[src/rtl/hash_arb_pkg.sv]
// ============================================================================
// Module  : hash_arb_pkg
// Brief   : Shared types and constants for the hash core arbiter.
// Revision: 1.0 - initial release
// ============================================================================
`default_nettype none

package hash_arb_pkg;

   localparam int c_len_w = 32;

   typedef enum logic [1:0] {
      S_IDLE    = 2'd0,
      S_START   = 2'd1,
      S_BUSY    = 2'd2,
      S_RELEASE = 2'd3
   } arb_state_t;

endpackage

`default_nettype wire

[src/rtl/rr_pick.sv]
// ============================================================================
// Module  : rr_pick
// Brief   : Combinational round-robin picker; searches from i_ptr+1 with wrap.
// Revision: 1.0 - initial release
// ============================================================================
`default_nettype none

module rr_pick #(
   parameter int N  = 2,
   parameter int GW = $clog2(N)
) (
   input  logic [N-1:0]  i_req_vec,
   input  logic [GW-1:0] i_ptr,
   output logic [N-1:0]  o_grant_oh,
   output logic [GW-1:0] o_grant_idx,
   output logic          o_any_req
);

   logic [GW-1:0] w_cand;

   // Walk from the farthest candidate to the nearest so the nearest set bit wins.
   always_comb begin
      o_grant_oh  = '0;
      o_grant_idx = '0;
      o_any_req   = |i_req_vec;
      w_cand      = '0;
      for (int k = N; k >= 1; k--) begin
         w_cand = GW'((int'(i_ptr) + k) % N);
         if (i_req_vec[w_cand]) begin
            o_grant_oh         = '0;
            o_grant_oh[w_cand] = 1'b1;
            o_grant_idx        = w_cand;
         end
      end
   end

endmodule

`default_nettype wire

[src/rtl/hash_core_arbiter.sv]
// ============================================================================
// Module  : hash_core_arbiter
// Brief   : Round-robin sharing of one SHAKE-style hash core among N_REQ masters.
// Revision: 1.0 - initial release
// ============================================================================
`default_nettype none

module hash_core_arbiter
   import hash_arb_pkg::*;
#(
   parameter int N_REQ  = 2,
   parameter int ADDR_W = 3,
   parameter int GW     = $clog2(N_REQ)
) (
   input  logic                      i_clk,
   input  logic                      i_rst,
   input  logic [N_REQ-1:0]          i_req_start,
   input  logic [c_len_w*N_REQ-1:0]  i_req_input_length,
   input  logic [c_len_w*N_REQ-1:0]  i_req_output_length,
   input  logic [c_len_w*N_REQ-1:0]  i_req_data_in,
   output logic [ADDR_W-1:0]         o_req_addr,
   output logic [N_REQ-1:0]          o_req_rd_en,
   output logic [c_len_w-1:0]        o_req_data_out,
   output logic [N_REQ-1:0]          o_req_data_out_valid,
   input  logic [N_REQ-1:0]          i_req_data_out_ready,
   input  logic [N_REQ-1:0]          i_req_force_done,
   output logic [N_REQ-1:0]          o_req_force_done_ack,
   output logic [N_REQ-1:0]          o_grant,
   output logic                      o_hash_start,
   output logic [c_len_w-1:0]        o_hash_input_length,
   output logic [c_len_w-1:0]        o_hash_output_length,
   output logic [c_len_w-1:0]        o_hash_data_in,
   input  logic [ADDR_W-1:0]         i_hash_addr,
   input  logic                      i_hash_rd_en,
   input  logic [c_len_w-1:0]        i_hash_data_out,
   input  logic                      i_hash_data_out_valid,
   output logic                      o_hash_data_out_ready,
   output logic                      o_hash_force_done,
   input  logic                      i_hash_force_done_ack
);

   arb_state_t          r_state, w_state_nx;
   logic [N_REQ-1:0]    r_pending, w_pending_nx;
   logic [N_REQ-1:0]    r_grant, w_grant_nx;
   logic [N_REQ-1:0]    r_req_ack, w_req_ack_nx;
   logic [GW-1:0]       r_gidx, w_gidx_nx;
   logic [GW-1:0]       r_rr_ptr, w_rr_ptr_nx;
   logic [c_len_w-1:0]  r_in_len, w_in_len_nx;
   logic [c_len_w-1:0]  r_out_len, w_out_len_nx;

   logic [N_REQ-1:0]    w_req_vec;
   logic [N_REQ-1:0]    w_pick_oh;
   logic [GW-1:0]       w_pick_idx;
   logic                w_pick_any;
   logic                w_busy;

   assign w_req_vec = r_pending | i_req_start;

   rr_pick #(
      .N  (N_REQ),
      .GW (GW)
   ) u_rr_pick (
      .i_req_vec   (w_req_vec),
      .i_ptr       (r_rr_ptr),
      .o_grant_oh  (w_pick_oh),
      .o_grant_idx (w_pick_idx),
      .o_any_req   (w_pick_any)
   );

   always_ff @(posedge i_clk) begin
      if (i_rst) begin
         r_state   <= S_IDLE;
         r_pending <= '0;
         r_grant   <= '0;
         r_req_ack <= '0;
         r_gidx    <= '0;
         r_rr_ptr  <= GW'(N_REQ - 1);
         r_in_len  <= '0;
         r_out_len <= '0;
      end else begin
         r_state   <= w_state_nx;
         r_pending <= w_pending_nx;
         r_grant   <= w_grant_nx;
         r_req_ack <= w_req_ack_nx;
         r_gidx    <= w_gidx_nx;
         r_rr_ptr  <= w_rr_ptr_nx;
         r_in_len  <= w_in_len_nx;
         r_out_len <= w_out_len_nx;
      end
   end

   always_comb begin
      w_state_nx   = r_state;
      w_pending_nx = w_req_vec;
      w_grant_nx   = r_grant;
      w_req_ack_nx = '0;
      w_gidx_nx    = r_gidx;
      w_rr_ptr_nx  = r_rr_ptr;
      w_in_len_nx  = r_in_len;
      w_out_len_nx = r_out_len;
      case (r_state)
         S_IDLE: begin
            if (w_pick_any) begin
               // A start arriving in the grant cycle folds into this grant.
               w_state_nx   = S_START;
               w_pending_nx = w_req_vec & ~w_pick_oh;
               w_grant_nx   = w_pick_oh;
               w_gidx_nx    = w_pick_idx;
               w_rr_ptr_nx  = w_pick_idx;
               w_in_len_nx  = i_req_input_length[w_pick_idx*c_len_w +: c_len_w];
               w_out_len_nx = i_req_output_length[w_pick_idx*c_len_w +: c_len_w];
            end
         end
         S_START: w_state_nx = S_BUSY;
         S_BUSY: begin
            if (i_req_force_done[r_gidx]) w_state_nx = S_RELEASE;
         end
         S_RELEASE: begin
            if (i_hash_force_done_ack) begin
               w_state_nx   = S_IDLE;
               w_grant_nx   = '0;
               w_req_ack_nx = r_grant;
               w_in_len_nx  = '0;
               w_out_len_nx = '0;
            end
         end
         default: w_state_nx = S_IDLE;
      endcase
   end

   // Routing is purely combinational and only open while the core is busy.
   assign w_busy = (r_state == S_BUSY);

   assign o_grant              = r_grant;
   assign o_req_force_done_ack = r_req_ack;
   assign o_hash_start         = (r_state == S_START);
   assign o_hash_force_done    = (r_state == S_RELEASE);
   assign o_hash_input_length  = r_in_len;
   assign o_hash_output_length = r_out_len;

   assign o_req_addr            = w_busy ? i_hash_addr : '0;
   assign o_req_rd_en           = (w_busy && i_hash_rd_en) ? r_grant : '0;
   assign o_hash_data_in        = w_busy ? i_req_data_in[r_gidx*c_len_w +: c_len_w] : '0;
   assign o_req_data_out        = w_busy ? i_hash_data_out : '0;
   assign o_req_data_out_valid  = (w_busy && i_hash_data_out_valid) ? r_grant : '0;
   assign o_hash_data_out_ready = w_busy && i_req_data_out_ready[r_gidx];

endmodule

`default_nettype wire

[config.mk]
export PLATFORM = sky130hd
export DESIGN_NAME = hash_core_arbiter
export DESIGN_NICKNAME = d
export VERILOG_FILES = /design/src/rtl/hash_arb_pkg.sv /design/src/rtl/rr_pick.sv /design/src/rtl/hash_core_arbiter.sv
export SDC_FILE = /design/constraint.sdc
export NUM_CORES = 1
export LEC_CHECK = 0
export ABC_CLOCK_PERIOD_IN_PS = 2890
export CORE_AREA = 2 2 147 149
export DETAILED_ROUTE_END_ITERATION = 10
export DIE_AREA = 0 0 149 151
export PLACE_DENSITY = 0.58
export SYNTH_ARGS = -nofsm -noshare
export SYNTH_HDL_FRONTEND = slang
export SYNTH_HIERARCHICAL = 1
export SYNTH_SLANG_ARGS = --single-unit
[constraint.sdc]
create_clock -name i_clk -period 2.89 [get_ports i_clk]
set_input_delay 0.289 -clock i_clk [delete_from_list [all_inputs] [get_ports i_clk]]
set_output_delay 0.289 -clock i_clk [all_outputs]
set_load 0.01 [all_outputs]
==> flow_summary_export.csv, run 1 <==
group,metric,value,unit
run_status,status,"finished, final reports clean",
logic_synthesis,syn_area,0.00435,mm^2
power_and_ir_drop,power,6.48,mW
timing,finalClockSkew,0.00636,ns
clock_tree,cts.sinks,74,
worst_hold_path,hold_path.startpoint,"i_rst",
logic_synthesis,synth_edf_count,0,
clock_tree,clk_pin_slew,0.06,ns
drt,routed_wl,18100,um
timing,setup_viol,0,
drt,viasPerCell,4.18,
logic_synthesis,ys.flop_type,"dfxtp_1",
logic_synthesis,synth_cell_type_count,24,
worst_setup_path,endpoint_kind,"output pin",
placement,place_ws,0.456,ns
drt,drc,0,
layout,syn_to_final_growth,101,%
worst_setup_path,cp_data_arrival_time,2.12,ns
worst_setup_path,startpoint,"r_gidx",
grt,grtUsageTotal,15.2,%
grt,antenna_found_initial,0,
die,fp.dieW,149,um
logic_synthesis,syn-num-nets,770,
layout,num_antenna_cells,0,
logic_synthesis,synth_top_area_share,34.0,%
placement,place.port_buffers,379,
clock_tree,cts_buffers,9,
drt,drt-initial-drc-count,101,
layout,finalInstanceArea,0.00873,mm^2
power_and_ir_drop,p_sw_share,36.1,%
placement,gp_congestion,0.699,
power_and_ir_drop,internal_power,4.14,mW
power_and_ir_drop,power_density,742,mW/mm^2
logic_synthesis,avgSynthCellArea,8.26,um^2
layout,fin_cells,1156,
drt,wl_per_cell,15.7,um
logic_synthesis,synth_commonest_cells,"mux2i_1, dfxtp_1, nand2_1",
placement,placed_area,0.00842,mm^2
worst_setup_path,reg2reg_from,"r_state[0]",
layout,fin_nets,1121,
timing,relSlewSlack,59.0,%
clock_tree,post_cts_resized,0,
power_and_ir_drop,power_leakage,3.26,nW
clock_tree,cts-root-buf,"clkbuf_16",
power_and_ir_drop,pwr-share-seq,24.6,%
grt,overflow,0,
timing,fmax,415,MHz
die,die-area,0.0225,mm^2
placement,hpwlAfterDp,14100,um
power_and_ir_drop,combPwrFrac,56.6,%
layout,seq_area,0.00148,mm^2
grt,grt_pass1_wl,26200,um
logic_synthesis,synth_top_area_cell,"dfxtp_1",
layout,multi_input_area,0.00266,mm^2
layout,num-fill-cells,2083,
die,die_h,151,um
worst_hold_path,min_path_type,"input port to flop",
worst_setup_path,critPathKind,"flop to output pin",
die,core,0.0208,mm^2
die,num_rows,53,
timing,fin_crit,2.41,ns
flow_run,cap_violations,0,
clock_tree,post_cts_buffers,0,
timing,drv_slew,0,
timing,tns,0,ns
placement,dp.cells,1142,
grt,grt_max_degree,80,
clock_tree,clockBufferDepth,2,
timing,hold_violations,0,
worst_setup_path,critical_path.max_fanout,16,
drt,vias,4836,
clock_tree,cts_max_level,3,
power_and_ir_drop,ir_drop,494,uV
clock_tree,insertion_delay,0.34,ns
logic_synthesis,ys_ff_latch,74,
worst_setup_path,critPathLaunchType,"flop",
logic_synthesis,ys.warnings.count,6,
timing,tightest_slew,0.615,ns
logic_synthesis,netlist_instances,527,
clock_tree,cts_hold_buf,0,
timing,rsz0062_at_grt,"false",
timing,min_period_over_period,83.3,%
drt,dr.pass1.iters,4,
clock_tree,cts_tree,"yes",
die,initial_utilization,20.9,%
drt,ant_nets,0,
logic_synthesis,synth.most_common_cell,"mux2i_1",
die,ios,380,
layout,layout-drive-gt1-share,3.52,%
logic_synthesis,async_flop_share,0,%
logic_synthesis,synth.area.top_cells,"dfxtp_1, mux2i_1, or3_1, a21oi_1, nand2_1",
power_and_ir_drop,p_switching,2.34,mW
worst_setup_path,required,2.60,ns
grt,grt_pass1_vias,4480,
power_and_ir_drop,clkPwrFrac,18.9,%
timing,timing.final.ws_setup,0.483,ns
logic_synthesis,synth_seq_area_share,34.0,%
power by group through the flow:
stage / clock, mW / combinational, mW / sequential (mW)
global route: 1.30 / 4.00 / 1.64
floorplan: 0 / 1.81 / 1.72
CTS: 1.27 / 3.73 / 1.60
global placement: 0 / 3.70 / 1.60
detailed placement: 0 / 3.71 / 1.62
finish: 1.22 / 3.66 / 1.59
metal layers:
metal	up-vias	wire length [um]	global-route usage, %
li1	2501	-	-
met1	2122	7240	17.5
met2	196	9050	26.8
met3	17	1620	4.88
met4	0	230	4.52
met5	-	0	0
cells by family after synthesis:
kind of cell               count (synthesis)  share of synthesized area, %
and+or+nand+nor                          221                          27.7
buffers and inverters                     55                          5.34
DFF                                       74                          34.0
muxes                                     99                          22.8
adders and majority gates                  5                          1.44
AOI/OAI and AO/OA                         73                          8.74
worst paths after layout:
| check | slack (ns) | cells after the start | endpoint |
|---|---|---|---|
| setup / recovery | 0.48 | 4 | o_hash_data_in[29] |
| hold / removal | 0.44 | 2 | o_hash_output_length[7] |
| setup reg to reg | 0.63 | 7 | o_hash_input_length[11] |
| hold reg to reg | 0.45 | 2 | o_hash_input_length[23] |
cell type report:
cell class,count,share of cell area (%)
Tap cell,275,3.94
Multi-Input combinational cell,398,30.5
Sequential cell,74,17.0
Clock buffer,10,2.74
Clock inverter,4,0.874
Inverter,5,0.215
Timing Repair Buffer,390,44.8
cells in the final DEF (no fill, tap or decap), types with 8 or more instances in the layout:
cell             Yosys  layout
nor2b_1             35      35
clkdlybuf4s50_1      0     378
buf_4                2       8
a21oi_1             68      68
dfxtp_1             74      73
and2_1              35      35
nand2_1             69      69
mux2i_1             99      99
clkbuf_16            0       9
or3_1               65      64
registers in the layout, summed over array words and instances, names as in the netlist:
name / cells
r_state: 2
r_pending: 2
o_hash_input_length: 32
o_grant: 2
o_req_force_done_ack: 2
r_gidx: 1
o_hash_output_length: 32
r_rr_ptr: 1
stage by stage:
| step | utilization, % | hold slack (ns) |
|---|---|---|
| 2_1_floorplan | - | 0.460 |
| 3_5_place_dp | 40.4 | 0.442 |
| 5_1_grt | 41.9 | 0.461 |
| 6_report | 41.9 | 0.440 |
| 4_1_cts | 41.9 | 0.450 |
| 3_3_place_gp | 40.4 | 0.436 |
critical path, cell delays in order, from the launching register on:
cell	delay (ns)
dfxtp_2	0.62
buf_4	0.31
mux2i_1	0.10
nor2b_1	0.14
clkdlybuf4s50_1	0.61
No activity file was read; power rests on OpenSTA's default activity.
==> inputs of run 2 (changes only) <==
--- a/config.mk
+++ b/config.mk
@@ -5,11 +5,11 @@
 export SDC_FILE = /design/constraint.sdc
 export NUM_CORES = 1
 export LEC_CHECK = 0
-export ABC_CLOCK_PERIOD_IN_PS = 2890
-export CORE_AREA = 2 2 147 149
+export ABC_CLOCK_PERIOD_IN_PS = 2200
+export CORE_AREA = 2 2 146 148
 export DETAILED_ROUTE_END_ITERATION = 10
-export DIE_AREA = 0 0 149 151
-export PLACE_DENSITY = 0.58
+export DIE_AREA = 0 0 148 150
+export PLACE_DENSITY = 0.61
 export SYNTH_ARGS = -nofsm -noshare
 export SYNTH_HDL_FRONTEND = slang
 export SYNTH_HIERARCHICAL = 1
==> constraint.sdc (replaced) <==
create_clock -name i_clk -period 2.2 [get_ports i_clk]
set_input_delay 0.22 -clock i_clk [delete_from_list [all_inputs] [get_ports i_clk]]
set_output_delay 0.22 -clock i_clk [all_outputs]
set_load 0.01 [all_outputs]
==> run 2 against run 1 <==
  * Register-to-register slack lost 0.46 ns
  * Sequential power increased by 31%
  * Worst setup slack worse by 0.36 ns
  * Cell count up 2.2%
  * Power grew 36%
  * Non-clock buffer count is 25 higher
  * Die area down 1.3%
  * Sequential share of layout area shrank 0.53 points
  * Critical path type unchanged
  * Largest cell class unchanged
  * Largest power group unchanged
  * Highest routed layer unchanged
==> flow_summary_export.csv, run 2 (synthesis gave the netlist of run 1 again) <==
group,metric,value,unit
timing,fin_crit,2.08,ns
drt,dr.pass1.iters,4,
worst_setup_path,critPathSlowestCell,"clkdlybuf4s50_1",
timing,hold_violations,0,
power_and_ir_drop,clkPwrFrac,18.0,%
placement,place.port_buffers,379,
die,initial_utilization,21.0,%
drt,ant_nets,0,
power_and_ir_drop,power_leakage,3.59,nW
worst_setup_path,cp_data_arrival_time,1.86,ns
power_and_ir_drop,ir_drop,556,uV
timing,fmax,481,MHz
timing,rsz0062_at_grt,"false",
worst_setup_path,endpoint_kind,"output pin",
die,fp.dieW,148,um
power_and_ir_drop,pwr-share-seq,23.7,%
layout,final_util,43.6,%
timing,finalClockSkew,0.0119,ns
die,core,0.0207,mm^2
timing,setup_viol,0,
grt,grt_max_degree,69,
clock_tree,clk_pin_slew,0.06,ns
worst_setup_path,critPathKind,"flop to output pin",
grt,grtUsageTotal,16.4,%
grt,antenna_found_initial,0,
power_and_ir_drop,p_sw_share,36.1,%
placement,dp.cells,1164,
worst_setup_path,critical_path.max_fanout,33,
timing,relSlewSlack,68.2,%
flow_run,cap_violations,0,
clock_tree,cts-root-buf,"clkbuf_16",
layout,fin_nets,1146,
drt,drt-initial-drc-count,154,
power_and_ir_drop,p_switching,3.18,mW
timing,drv_slew,0,
layout,num-fill-cells,2045,
placement,hpwlAfterDp,15400,um
clock_tree,cts_buffers,9,
clock_tree,cts_tree,"yes",
power_and_ir_drop,power_density,977,mW/mm^2
clock_tree,cts.sinks,74,
drt,vias,4973,
layout,syn_to_final_growth,107,%
worst_setup_path,crit_chain,"inv_2 > ha_4 > buf_12 > and2_1 > clkdlybuf4s50_1",
layout,most-common-layout-cells,"clkdlybuf4s50_1, mux2i_1, dfxtp_1, nand2_1, a21oi_1",
grt,grt_pass1_wl,28000,um
timing,holdWs,0.343,ns
die,ios,380,
drt,viasPerCell,4.21,
placement,place_ws,-0.0853,ns
timing,tightest_slew,0.478,ns
placement,gp_congestion,0.739,
clock_tree,cts_max_level,3,
worst_setup_path,rrSetupSlack,0.17,ns
drt,wl_per_cell,16.3,um
layout,fin_cells,1182,
drt,drc,0,
die,num_rows,53,
worst_setup_path,slowest_delay,0.58,ns
worst_setup_path,critPathLaunchType,"flop",
grt,overflow,0,
timing,min_period_over_period,94.5,%
placement,placed_area,0.00867,mm^2
run_status,status,"finished, final reports clean",
die,die-area,0.0222,mm^2
power_and_ir_drop,internal_power,5.64,mW
power_and_ir_drop,power,8.82,mW
die,die_h,150,um
worst_setup_path,required,1.98,ns
timing,timing.final.ws_setup,0.121,ns
grt,grt_pass1_vias,4790,
layout,layout-drive-gt1-share,6.84,%
layout,finalInstanceArea,0.00903,mm^2
worst_hold_path,min_path_type,"input port to flop",
clock_tree,clockBufferDepth,2,
power_and_ir_drop,combPwrFrac,58.4,%
layout,layout_commonest_cell,"clkdlybuf4s50_1",
drt,routed_wl,19300,um
clock_tree,insertion_delay,0.34,ns
layout,num_antenna_cells,0,
timing,tns,0,ns
-- run 2: cell types whose count changed in the layout (fill, tap and decap cells not counted) --
cell / before / now
clkdlybuf4s50_1: 378 / 358
inv_2: 0 / 1
dfxtp_1: 73 / 71
clkbuf_8: 1 / 0
dfxtp_2: 1 / 3
ha_2: 2 / 1
buf_12: 3 / 11
dlymetal6s2s_1: 0 / 7
clkinv_4: 0 / 1
inv_1: 5 / 4
dlygate4sd2_1: 0 / 11
ha_4: 0 / 1
clkinv_2: 0 / 1
buf_4: 8 / 27
-- run 2: layer usage --
layer  vias to the layer above  routed length [um]  track usage (%)
li1                       2554                   -                -
met1                      2209                7500             18.5
met2                       200                9860             29.5
met3                        10                1790             6.07
met4                         0                 152             3.62
met5                         -                   0                0
-- run 2: power by group through the flow --
stage               Clock (mW)  Sequential (mW)  Combinational, mW
global route              1.70             2.15               5.59
CTS                       1.64             2.09               5.22
finish                    1.58             2.09               5.15
global placement             0             2.09               5.17
floorplan                    0             2.26               2.38
detailed placement           0             2.11               5.20
-- run 2: area by class of cell --
cell class                 instances  area (um^2)  share of cell area, %
timing repair buffer             415         4200                   46.5
multi-input combinational        398         2670                   29.6
sequential                        74         1490                   16.4
tap                              275          344                   3.81
clock buffer                       9          225                   2.49
clock inverter                     6         90.1                  0.998
inverter                           5         18.8                  0.208
-- run 2: final timing paths --
check,to,cells after the start,start
worst min register to register,o_hash_input_length[17],2,o_hash_input_length[17]
worst max register to register,o_grant[1],7,r_state[0]
worst min-delay path,o_hash_input_length[4],2,i_rst
worst max-delay path,o_req_data_out[7],5,r_state[0]
-- run 2: repair_timing --
| item | in CTS | in global routing |
|---|---|---|
| gates resized for setup | 12 | 9 |
| endpoints found under the setup margin | 62 | 115 |
| cloned | 0 | 0 |
| hold buffers | 0 | 0 |
| buffers inserted | 1 | 2 |
-- run 2: worst max-delay path: cells and delay by family, from the launching register on --
kind          cells  cell delay [ns]
flops             1             0.35
fa+ha+maj         1             0.19
buf+inv           3             0.84
simple gates      1             0.13
